File: src/rtl/axi_write_controller_pkg.sv
// Shared definitions for the merger-tree output packer: FSM encoding, lane
// geometry helpers and the end-of-stream terminator value.
package axi_write_controller_pkg;

    typedef logic [1:0] state_t;

    localparam state_t FILL = 2'd0;
    localparam state_t HOLD = 2'd1;
    localparam state_t SEND = 2'd2;

    // A zero element marks end of stream; payload elements are never zero.
    localparam int TERMINATOR = 0;

    function automatic int lanes_of(input int tdata_width, input int elem_width);
        return tdata_width / elem_width;
    endfunction

    function automatic int lane_w_of(input int lanes);
        return (lanes > 1) ? $clog2(lanes) : 1;
    endfunction

endpackage

File: src/rtl/axi_write_controller.sv
// Packs 32-bit sorted elements from a FWFT FIFO into wide AXI4-Stream beats,
// turning the zero terminator into tlast. Optional beat counter: AXI_WRITE_BEAT_CNT_EN.
module axi_write_controller
    import axi_write_controller_pkg::*;
#(
    parameter int C_AXIS_TDATA_WIDTH = 512,
    parameter int C_SORTER_BIT_WIDTH = 32
) (
    input  logic                          m_axis_aclk,
    input  logic                          m_axis_areset,
    input  logic                          out_fifo_empty,
    input  logic [C_SORTER_BIT_WIDTH-1:0] out_fifo_data,
    output logic                          out_fifo_rd_en,
    output logic                          m_axis_tvalid,
    input  logic                          m_axis_tready,
    output logic [C_AXIS_TDATA_WIDTH-1:0] m_axis_tdata,
    output logic                          m_axis_tlast
`ifdef AXI_WRITE_BEAT_CNT_EN
    ,
    output logic [31:0]                   beat_cnt
`endif
);

    localparam int LANES  = lanes_of(C_AXIS_TDATA_WIDTH, C_SORTER_BIT_WIDTH);
    localparam int LANE_W = lane_w_of(LANES);
    localparam logic [C_SORTER_BIT_WIDTH-1:0] TERM = C_SORTER_BIT_WIDTH'(TERMINATOR);

    state_t                                    state;
    logic [LANE_W-1:0]                         lane;
    logic [LANES-1:0][C_SORTER_BIT_WIDTH-1:0]  acc;
    logic                                      tlast_q;

    logic is_term;
    logic last_lane;

    assign is_term   = (out_fifo_data == TERM);
    assign last_lane = (lane == LANE_W'(LANES - 1));

    assign m_axis_tvalid = (state == SEND);
    assign m_axis_tdata  = acc;
    assign m_axis_tlast  = tlast_q;

    // In HOLD the head is only inspected; it is popped solely when it is the terminator.
    always_comb begin
        // NOTE: default assignment first so no path leaves the output unassigned (no latch).
        out_fifo_rd_en = 1'b0;
        if (!m_axis_areset && !out_fifo_empty) begin
            case (state)
                FILL:    out_fifo_rd_en = 1'b1;
                HOLD:    out_fifo_rd_en = is_term;
                default: out_fifo_rd_en = 1'b0;
            endcase
        end
    end

    always_ff @(posedge m_axis_aclk) begin
        // NOTE: sequential state uses non-blocking assignments so every register samples pre-edge values.
        if (m_axis_areset) begin
            state   <= FILL;
            lane    <= '0;
            // NOTE: the accumulator is a plain register bank, not a RAM, so it can and must reset to keep tdata=0.
            acc     <= '0;
            tlast_q <= 1'b0;
        end else begin
            case (state)
                FILL: begin
                    if (!out_fifo_empty) begin
                        if (is_term) begin
                            for (int i = 0; i < LANES; i++) begin
                                if (i >= int'(lane)) acc[i] <= '0;
                            end
                            tlast_q <= 1'b1;
                            state   <= SEND;
                        end else begin
                            acc[lane] <= out_fifo_data;
                            if (last_lane) state <= HOLD;
                            else           lane  <= lane + LANE_W'(1);
                        end
                    end
                end
                HOLD: begin
                    // Lookahead lets a terminator right after a full word ride on that word.
                    if (!out_fifo_empty) begin
                        tlast_q <= is_term;
                        state   <= SEND;
                    end
                end
                SEND: begin
                    if (m_axis_tready) begin
                        acc     <= '0;
                        lane    <= '0;
                        tlast_q <= 1'b0;
                        state   <= FILL;
                    end
                end
                default: begin
                    state <= FILL;
                    lane  <= '0;
                end
            endcase
        end
    end

`ifdef AXI_WRITE_BEAT_CNT_EN
    // Free-running handshake count across streams; only reset clears it.
    always_ff @(posedge m_axis_aclk) begin
        if (m_axis_areset)                       beat_cnt <= '0;
        else if (m_axis_tvalid && m_axis_tready) beat_cnt <= beat_cnt + 32'd1;
    end
`endif

endmodule

File: config.mk
export PLATFORM = sky130hd
export DESIGN_NAME = axi_write_controller
export DESIGN_NICKNAME = d
export VERILOG_FILES = /design/src/rtl/axi_write_controller_pkg.sv /design/src/rtl/axi_write_controller.sv
export SDC_FILE = /design/constraint.sdc
export NUM_CORES = 1
export LEC_CHECK = 0
export BUFFER_PORTS_ARGS = -buffer_cell sky130_fd_sc_hd__buf_2
export CORE_UTILIZATION = 31
export DETAILED_ROUTE_END_ITERATION = 8
export PLACE_DENSITY = 0.57
export SLEW_MARGIN = 30
export SYNTH_ARGS = -nofsm -noshare
export SYNTH_HDL_FRONTEND = slang
export SYNTH_SLANG_ARGS = --single-unit
File: constraint.sdc
create_clock -name m_axis_aclk -period 3.25 [get_ports m_axis_aclk]
set_input_delay 0.65 -clock m_axis_aclk [delete_from_list [all_inputs] [get_ports m_axis_aclk]]
set_output_delay 0.65 -clock m_axis_aclk [all_outputs]
set_load 0.005 [all_outputs]
==> impl_metrics.ini, run 1 <==
[placed_design]
place_congestion = 0.8799
post-dp-hpwl_um = 53020
portBuffers = 550
preCtsSetupSlack_ps = 182.2

[clock_network]
ctsRootBufferMaster = sky130_fd_sc_hd__clkbuf_16
cts.clk_slew.worst_paths_ps = 60
cts_hold_buffers = 0
clock_tree.htree_level_count = 2
tritoncts_sinks = 519
max-clock-path-buffers = 3
cts_tree = built
cts_resized = 0
total_cts_buffers = 57
clock_latency_ps = 610
post_cts_buffers = 0

[setup_path]
register_to_register_setup_slack_ps = 270
worst_path_max_delay_cell = sky130_fd_sc_hd__nor4b_4
critical_path.n_buffers_inverters = 3
timing.critical_path.max_delay_family = simple AND/OR/NAND/NOR gates
timing.critical_path.to_type = flip-flop
slowest_delay_ps = 660
cp.depth = 8
critical_path.reg2reg.endpoint = m_axis_tdata[294]$_SDFFE_PP0P_
critical_path_class = flip-flop to flip-flop
crit_required_ps = 3800
crit_path_launch = state[1]$_SDFFE_PP0P_
cp.arrival_ps = 3530
cp-start-kind = flip-flop
timing.critical_path.fanout_max = 22
worst_path_cell_trace = inv_1 -> ha_1 -> clkinv_1 -> a211oi_4 -> and3_1 -> nor4b_4 -> buf_4 -> a22o_1
timing.reg2reg.worst_path_depth = 8
regToRegStartpoint = state[1]$_SDFFE_PP0P_
cp-endpoint = m_axis_tdata[294]$_SDFFE_PP0P_

[routing]
avgRoutedWirePerCell_um = 24.85
drt-vias-per-instance = 5.401
dr.first_iter.drc_count = 1357
route.final.wire_length_um = 78510
number_of_design_rule_violations_left_after_detail_routing = 0
drtAntennaViolNets = 0
via_count = 17067
detailedRoute.firstPassIterationCount = 7

[grt]
grt_start_max_net_pins = 153
first_global_vias = 16697
groute.usage.overall_pct = 24.35
global_route.overflow_total = 0
top_usage_layer = met2
groute.layer.met2.usage_pct = 38.95
use_met1_pct = 31.10
antenna_violations_before_repair = 0
grt_pass1_wl_um = 114200
grtUsageMet3_pct = 6.855

[hold_path]
min_path_type = input port to flip-flop
hold_path.startpoint = out_fifo_data[30]

[sta]
finalWorstSetupSlack_ps = 265.1
fmax_ghz = 0.3350
report.final.setup_viol = 0
timing.slew.headroom_pct = 33.75
fin_setup_tns_ps = 0
finalWorstPathRequiredPeriod_ps = 2985
finalHoldViolCount = 0
period_share_pct = 91.84
fin_worst_skew_ps = 17.52
timing_max_transition_violations_final = 0
least_margin_pin_slew_ps = 991.4
setup_repair_after_global_routing_missed_its_margin = false

[die]
row_count = 90
initial_core_util_pct = 31.36
core_area_um2 = 60250
die_height_um = 248.9
design.portCount = 551
dieWidth_um = 248.9
design.die.area_um2 = 61940

[synth]
synth.avg_cell_area_um2 = 10.25
async_reset_ff_share_pct = 0
ys_dominant_reg_cell = sky130_fd_sc_hd__dfxtp_1
synthCells = 1843
postSynthRegisterBits = 519
synth-seq-area-share_pct = 54.99
synth.distinct_cells = 59
count_of_flip_flops_with_a_built_in_enable_after_synthesis = 0
yosys_warnings = 0
post_synth_instance_area_um2 = 18900
syn-num-nets = 1886

[run]
max-cap-violations = 0

[pwr]
leakagePower_nw = 10.75
worst_ir_drop_vdd_mv = 0.3817
cellPowerDensity_nw_per_um2 = 572.0

[layout]
design.final.nets = 2373
post_route_cells_drive_above_1_share_pct = 33.22
area_delta_synth_final_pct = 31.46
antenna_cells = 0

[status]
result_of_the_run = finished clean
[report_power, final]
part	internal [mW]	total (mW)	switching, mW
combinational	0.244	0.799	0.554
sequential	6.42	6.45	0.0334
clock	4.16	6.96	2.79
total	10.8	14.2	3.38
[registers in the layout, indices dropped and copies added, names as in the netlist]
name / flops
lane: 4
m_axis_tlast: 1
m_axis_tdata: 512
state: 2
[kinds of logic after synthesis]
kind of cell,Yosys count,share of synthesized area (%)
AO/OA/AOI/OAI,494,19.98
XOR/XNOR,1,0.04636
adder cells (fa/ha/maj),7,0.4635
buffers and inverters,219,4.854
flip-flops,519,54.99
multiplexers,65,3.443
AND/OR/NAND/NOR,538,16.22
[layout make-up]
| cell class | instances | area, um2 |
|---|---|---|
| sequential | 519 | 10390 |
| multi-input combinational | 1105 | 7764 |
| fill | 5890 | 35410 |
| timing repair buffer | 639 | 3640 |
| clock buffer | 78 | 1625 |
| clock inverter | 29 | 412.9 |
| tap | 782 | 978.4 |
| inverter | 8 | 30.03 |
[Yosys cell counts (2+ instances only)]
cell type	number	area, um2
sky130_fd_sc_hd__or3_1	2	12.51
sky130_fd_sc_hd__ha_1	7	87.58
sky130_fd_sc_hd__o21ai_0	7	35.03
sky130_fd_sc_hd__a21oi_2	13	113.9
sky130_fd_sc_hd__nor4_1	8	50.05
sky130_fd_sc_hd__nand3_1	157	785.8
sky130_fd_sc_hd__clkbuf_1	148	555.5
sky130_fd_sc_hd__a211oi_1	5	37.54
sky130_fd_sc_hd__o21a_1	2	15.01
sky130_fd_sc_hd__nand3b_1	99	743.2
sky130_fd_sc_hd__nand2b_1	66	412.9
sky130_fd_sc_hd__buf_6	3	33.78
sky130_fd_sc_hd__inv_1	7	26.28
sky130_fd_sc_hd__a31oi_1	4	25.02
sky130_fd_sc_hd__nor4b_2	2	30.03
sky130_fd_sc_hd__dfxtp_1	519	10390
sky130_fd_sc_hd__o22ai_1	129	807.0
sky130_fd_sc_hd__and3_1	3	18.77
sky130_fd_sc_hd__o2bb2ai_1	127	1112
sky130_fd_sc_hd__or2_1	2	12.51
sky130_fd_sc_hd__buf_1	4	15.01
sky130_fd_sc_hd__a21oi_1	63	315.3
sky130_fd_sc_hd__buf_2	55	275.3
sky130_fd_sc_hd__or3b_2	7	61.31
sky130_fd_sc_hd__and2_1	7	43.79
sky130_fd_sc_hd__o211ai_1	2	15.01
sky130_fd_sc_hd__nor2_1	14	52.55
sky130_fd_sc_hd__nor3_1	2	10.01
sky130_fd_sc_hd__and2_0	2	12.51
sky130_fd_sc_hd__a211o_1	2	17.52
sky130_fd_sc_hd__or2_2	2	12.51
sky130_fd_sc_hd__a22o_1	100	875.8
sky130_fd_sc_hd__nand4_1	2	12.51
sky130_fd_sc_hd__a32o_1	28	280.3
sky130_fd_sc_hd__or3b_1	25	219.0
sky130_fd_sc_hd__nor2b_1	4	25.02
sky130_fd_sc_hd__mux2i_1	65	650.6
sky130_fd_sc_hd__nand2_1	128	480.5
[per-layer routing]
| layer | share of wire [%] | vias up |
|---|---|---|
| li1 | - | 7749 |
| met3 | 9.2 | 138 |
| met2 | 46 | 836 |
| met4 | 3.4 | 0 |
| met5 | 0 | - |
| met1 | 42 | 8344 |
[worst min path at each step]
stage / endpoint / slack, ps / depth (start not counted)
2_1_floorplan: m_axis_tdata[107]$_SDFFE_PP0P_ / 450 / 2
5_1_grt: m_axis_tdata[126]$_SDFFE_PP0P_ / 380 / 3
3_3_place_gp: m_axis_tdata[357]$_SDFFE_PP0P_ / 440 / 1
3_5_place_dp: m_axis_tdata[450]$_SDFFE_PP0P_ / 440 / 1
4_1_cts: m_axis_tdata[126]$_SDFFE_PP0P_ / 340 / 3
6_report: m_axis_tdata[126]$_SDFFE_PP0P_ / 390 / 3
[worst reg2reg max path, stage by stage (launching register included)]
cell,delay (ps)
sky130_fd_sc_hd__dfxtp_1,340
sky130_fd_sc_hd__inv_1,90
sky130_fd_sc_hd__ha_1,210
sky130_fd_sc_hd__clkinv_1,260
sky130_fd_sc_hd__a211oi_4,280
sky130_fd_sc_hd__and3_1,370
sky130_fd_sc_hd__nor4b_4,660
sky130_fd_sc_hd__buf_4,500
sky130_fd_sc_hd__a22o_1,230
[placed cells by master, fill, tap and decap left out, types with 17 or more instances in the layout]
| cell type | count |
|---|---|
| sky130_fd_sc_hd__a21oi_1 | 60 |
| sky130_fd_sc_hd__a22o_1 | 100 |
| sky130_fd_sc_hd__a32o_1 | 28 |
| sky130_fd_sc_hd__buf_12 | 17 |
| sky130_fd_sc_hd__buf_2 | 549 |
| sky130_fd_sc_hd__buf_4 | 72 |
| sky130_fd_sc_hd__clkbuf_16 | 57 |
| sky130_fd_sc_hd__dfxtp_1 | 519 |
| sky130_fd_sc_hd__mux2i_1 | 65 |
| sky130_fd_sc_hd__nand2_1 | 128 |
| sky130_fd_sc_hd__nand2b_1 | 66 |
| sky130_fd_sc_hd__nand3_1 | 152 |
| sky130_fd_sc_hd__nand3b_1 | 99 |
| sky130_fd_sc_hd__o22ai_1 | 129 |
| sky130_fd_sc_hd__o2bb2ai_1 | 127 |
| sky130_fd_sc_hd__or3b_1 | 25 |
[metrics by stage]
step | total power [mW] | instances | cell area (um2) | util (%) | hold WS, ps
after CTS | 14.33 | 3160 | 24840 | 41.23 | 336.6
after global placement | 7.375 | 3053 | 22800 | 37.85 | 439.4
final | 14.21 | 3160 | 24840 | 41.23 | 389.7
after global routing | 14.63 | 3160 | 24840 | 41.23 | 376.0
after detailed placement | 7.391 | 3053 | 22800 | 37.85 | 441.0
after floorplan | 6.969 | 1843 | 18900 | - | 450.1
Power figures use the tool's default switching activity.
==> run 2, diff against run 1 <==
--- a/config.mk
+++ b/config.mk
@@ -6,6 +6,7 @@
 export NUM_CORES = 1
 export LEC_CHECK = 0
 export BUFFER_PORTS_ARGS = -buffer_cell sky130_fd_sc_hd__buf_2
+export CORE_MARGIN = 10
 export CORE_UTILIZATION = 31
 export DETAILED_ROUTE_END_ITERATION = 8
 export PLACE_DENSITY = 0.57
==> constraint.sdc (replaced) <==
create_clock -name m_axis_aclk -period 3.1 [get_ports m_axis_aclk]
set_input_delay 0.62 -clock m_axis_aclk [delete_from_list [all_inputs] [get_ports m_axis_aclk]]
set_output_delay 0.62 -clock m_axis_aclk [all_outputs]
set_load 0.005 [all_outputs]
==> impl_metrics.ini, run 2 (synthesis gave the netlist of run 1 again) <==
[status]
result_of_the_run = finished clean

[sta]
final.hold.worst_slack_ps = 363.8
setup_repair_after_global_routing_missed_its_margin = false
least_margin_pin_slew_ps = 914.4
fin_setup_tns_ps = 0
timing_max_transition_violations_final = 0
finalWorstPathRequiredPeriod_ps = 2855
fmax_ghz = 0.3503
fin_worst_skew_ps = 11.26
finalWorstSetupSlack_ps = 245.4
period_share_pct = 92.09
timing.slew.headroom_pct = 39.04
report.final.setup_viol = 0
finalHoldViolCount = 0

[setup_path]
critical_path.reg2reg.endpoint = m_axis_tdata[297]$_SDFFE_PP0P_
timing.reg2reg.worst_path_depth = 8
timing.critical_path.fanout_max = 4
critical_path_class = input port to primary output
regToRegStartpoint = state[0]$_SDFFE_PP0P_
cp-start-kind = input port
cp.arrival_ps = 2230
register_to_register_setup_slack_ps = 360
crit_required_ps = 2480
timing.critical_path.to_type = primary output

[clock_network]
cts.clk_slew.worst_paths_ps = 60
max-clock-path-buffers = 3
total_cts_buffers = 56
clock_latency_ps = 610
cts_tree = built
post_cts_buffers = 0
tritoncts_sinks = 519
cts_hold_buffers = 0
clock_tree.htree_level_count = 2
ctsRootBufferMaster = sky130_fd_sc_hd__clkbuf_16
cts_resized = 0

[hold_path]
min_path_type = input port to flip-flop
worstHoldEndpoint = m_axis_tdata[126]$_SDFFE_PP0P_
hold_path.startpoint = out_fifo_data[30]
min_path_cells = 3

[routing]
dr.first_iter.drc_count = 1521
detailedRoute.firstPassIterationCount = 6
number_of_design_rule_violations_left_after_detail_routing = 0
drtAntennaViolNets = 0
avgRoutedWirePerCell_um = 26.20
drt-vias-per-instance = 5.426
via_count = 17210
route.final.wire_length_um = 83090

[die]
die_height_um = 266.9
design.portCount = 551
dieWidth_um = 266.9
initial_core_util_pct = 31.31
row_count = 90
core_area_um2 = 60360
design.die.area_um2 = 71230

[layout]
most-common-layout-cells = 549 x sky130_fd_sc_hd__buf_2, 519 x sky130_fd_sc_hd__dfxtp_1, 152 x sky130_fd_sc_hd__nand3_1, 129 x sky130_fd_sc_hd__o22ai_1, 128 x sky130_fd_sc_hd__nand2_1
stdcell_area_um2 = 24950
area_delta_synth_final_pct = 32.06
design.final.nets = 2390
fraction_of_the_core_area_covered_by_cells_at_the_end_of_the_flow_pct = 41.34
largest_register_ff_count = 512
post_route_cells_drive_above_1_share_pct = 33.26
antenna_cells = 0
layout.cells.most_common = sky130_fd_sc_hd__buf_2

[pwr]
leakagePower_nw = 10.83
cellPowerDensity_nw_per_um2 = 582.1
worst_ir_drop_vdd_mv = 0.3189

[placed_design]
portBuffers = 550
post_dp_cell_area_um2 = 23050
place_congestion = 0.8630
post-dp-hpwl_um = 57710
preCtsSetupSlack_ps = 31.02

[grt]
first_global_vias = 17358
grt_pass1_wl_um = 120300
antenna_violations_before_repair = 1
grt_start_max_net_pins = 148
groute.usage.overall_pct = 22.17
global_route.overflow_total = 0

[run]
max-cap-violations = 0
## run 2: changes by cell type in the layout (fill, tap and decap cells not counted), sizes merged
| cell | change |
|---|---|
| inv | -4 |
| clkbuf | +10 |
| clkinvlp | -7 |
| buf | +17 |
| clkinv | -1 |
| bufinv | -3 |
## run 2: cell type report
class                           instances  area, um2
Tap cell                              782      978.4
Multi-Input combinational cell       1105       7759
Clock inverter                         14      239.0
Sequential cell                       519      10390
Fill cell                            5846      35400
Inverter                                8      30.03
Timing Repair Buffer                  657       3890
Clock buffer                           87       1668
## run 2: where the power goes
group / total, mW / switching (mW) / leakage (nW) / internal [mW]
Sequential: 6.77 / 0.0376 / 4.19 / 6.73
Combinational: 0.850 / 0.584 / 5.72 / 0.267
Clock: 6.91 / 2.80 / 0.929 / 4.11
## run 2: metal layers
layer	part of all wire, %	wire, um	vias up	track usage (%)
met3	8.9	7403	96	6.111
met5	0	0	-	0
met4	2.0	1623	0	5.174
li1	-	-	7778	-
met1	41	34440	8568	27.71
met2	48	39630	768	37.29
## run 2: stage by stage
stage               cells  power [mW]
CTS                  3172       14.61
detailed placement   3071       7.766
floorplan            1843       7.306
finish               3172       14.53
global route         3172       14.96
global placement     3071       7.753
## run 2: how the worst max path moves through the flow
stage / startpoint / endpoint / slack (ps) / cells past startpoint
finish: out_fifo_data[0] / out_fifo_rd_en / 250 / 8
global route: state[0]$_SDFFE_PP0P_ / m_axis_tdata[296]$_SDFFE_PP0P_ / 160 / 8
detailed placement: out_fifo_data[0] / m_axis_tdata[465]$_SDFFE_PP0P_ / 30 / 11
CTS: out_fifo_data[0] / out_fifo_rd_en / 240 / 8
floorplan: out_fifo_data[31] / m_axis_tdata[100]$_SDFFE_PP0P_ / 620 / 10
global placement: out_fifo_data[0] / m_axis_tdata[463]$_SDFFE_PP0P_ / 70 / 11
## run 2: critical path, stage by stage
cell                       delay, ps
sky130_fd_sc_hd__buf_2           100
sky130_fd_sc_hd__nor4_1          310
sky130_fd_sc_hd__buf_4           180
sky130_fd_sc_hd__and4_1          190
sky130_fd_sc_hd__buf_4           180
sky130_fd_sc_hd__nand3_1         110
sky130_fd_sc_hd__a211oi_1        340
sky130_fd_sc_hd__buf_2           180
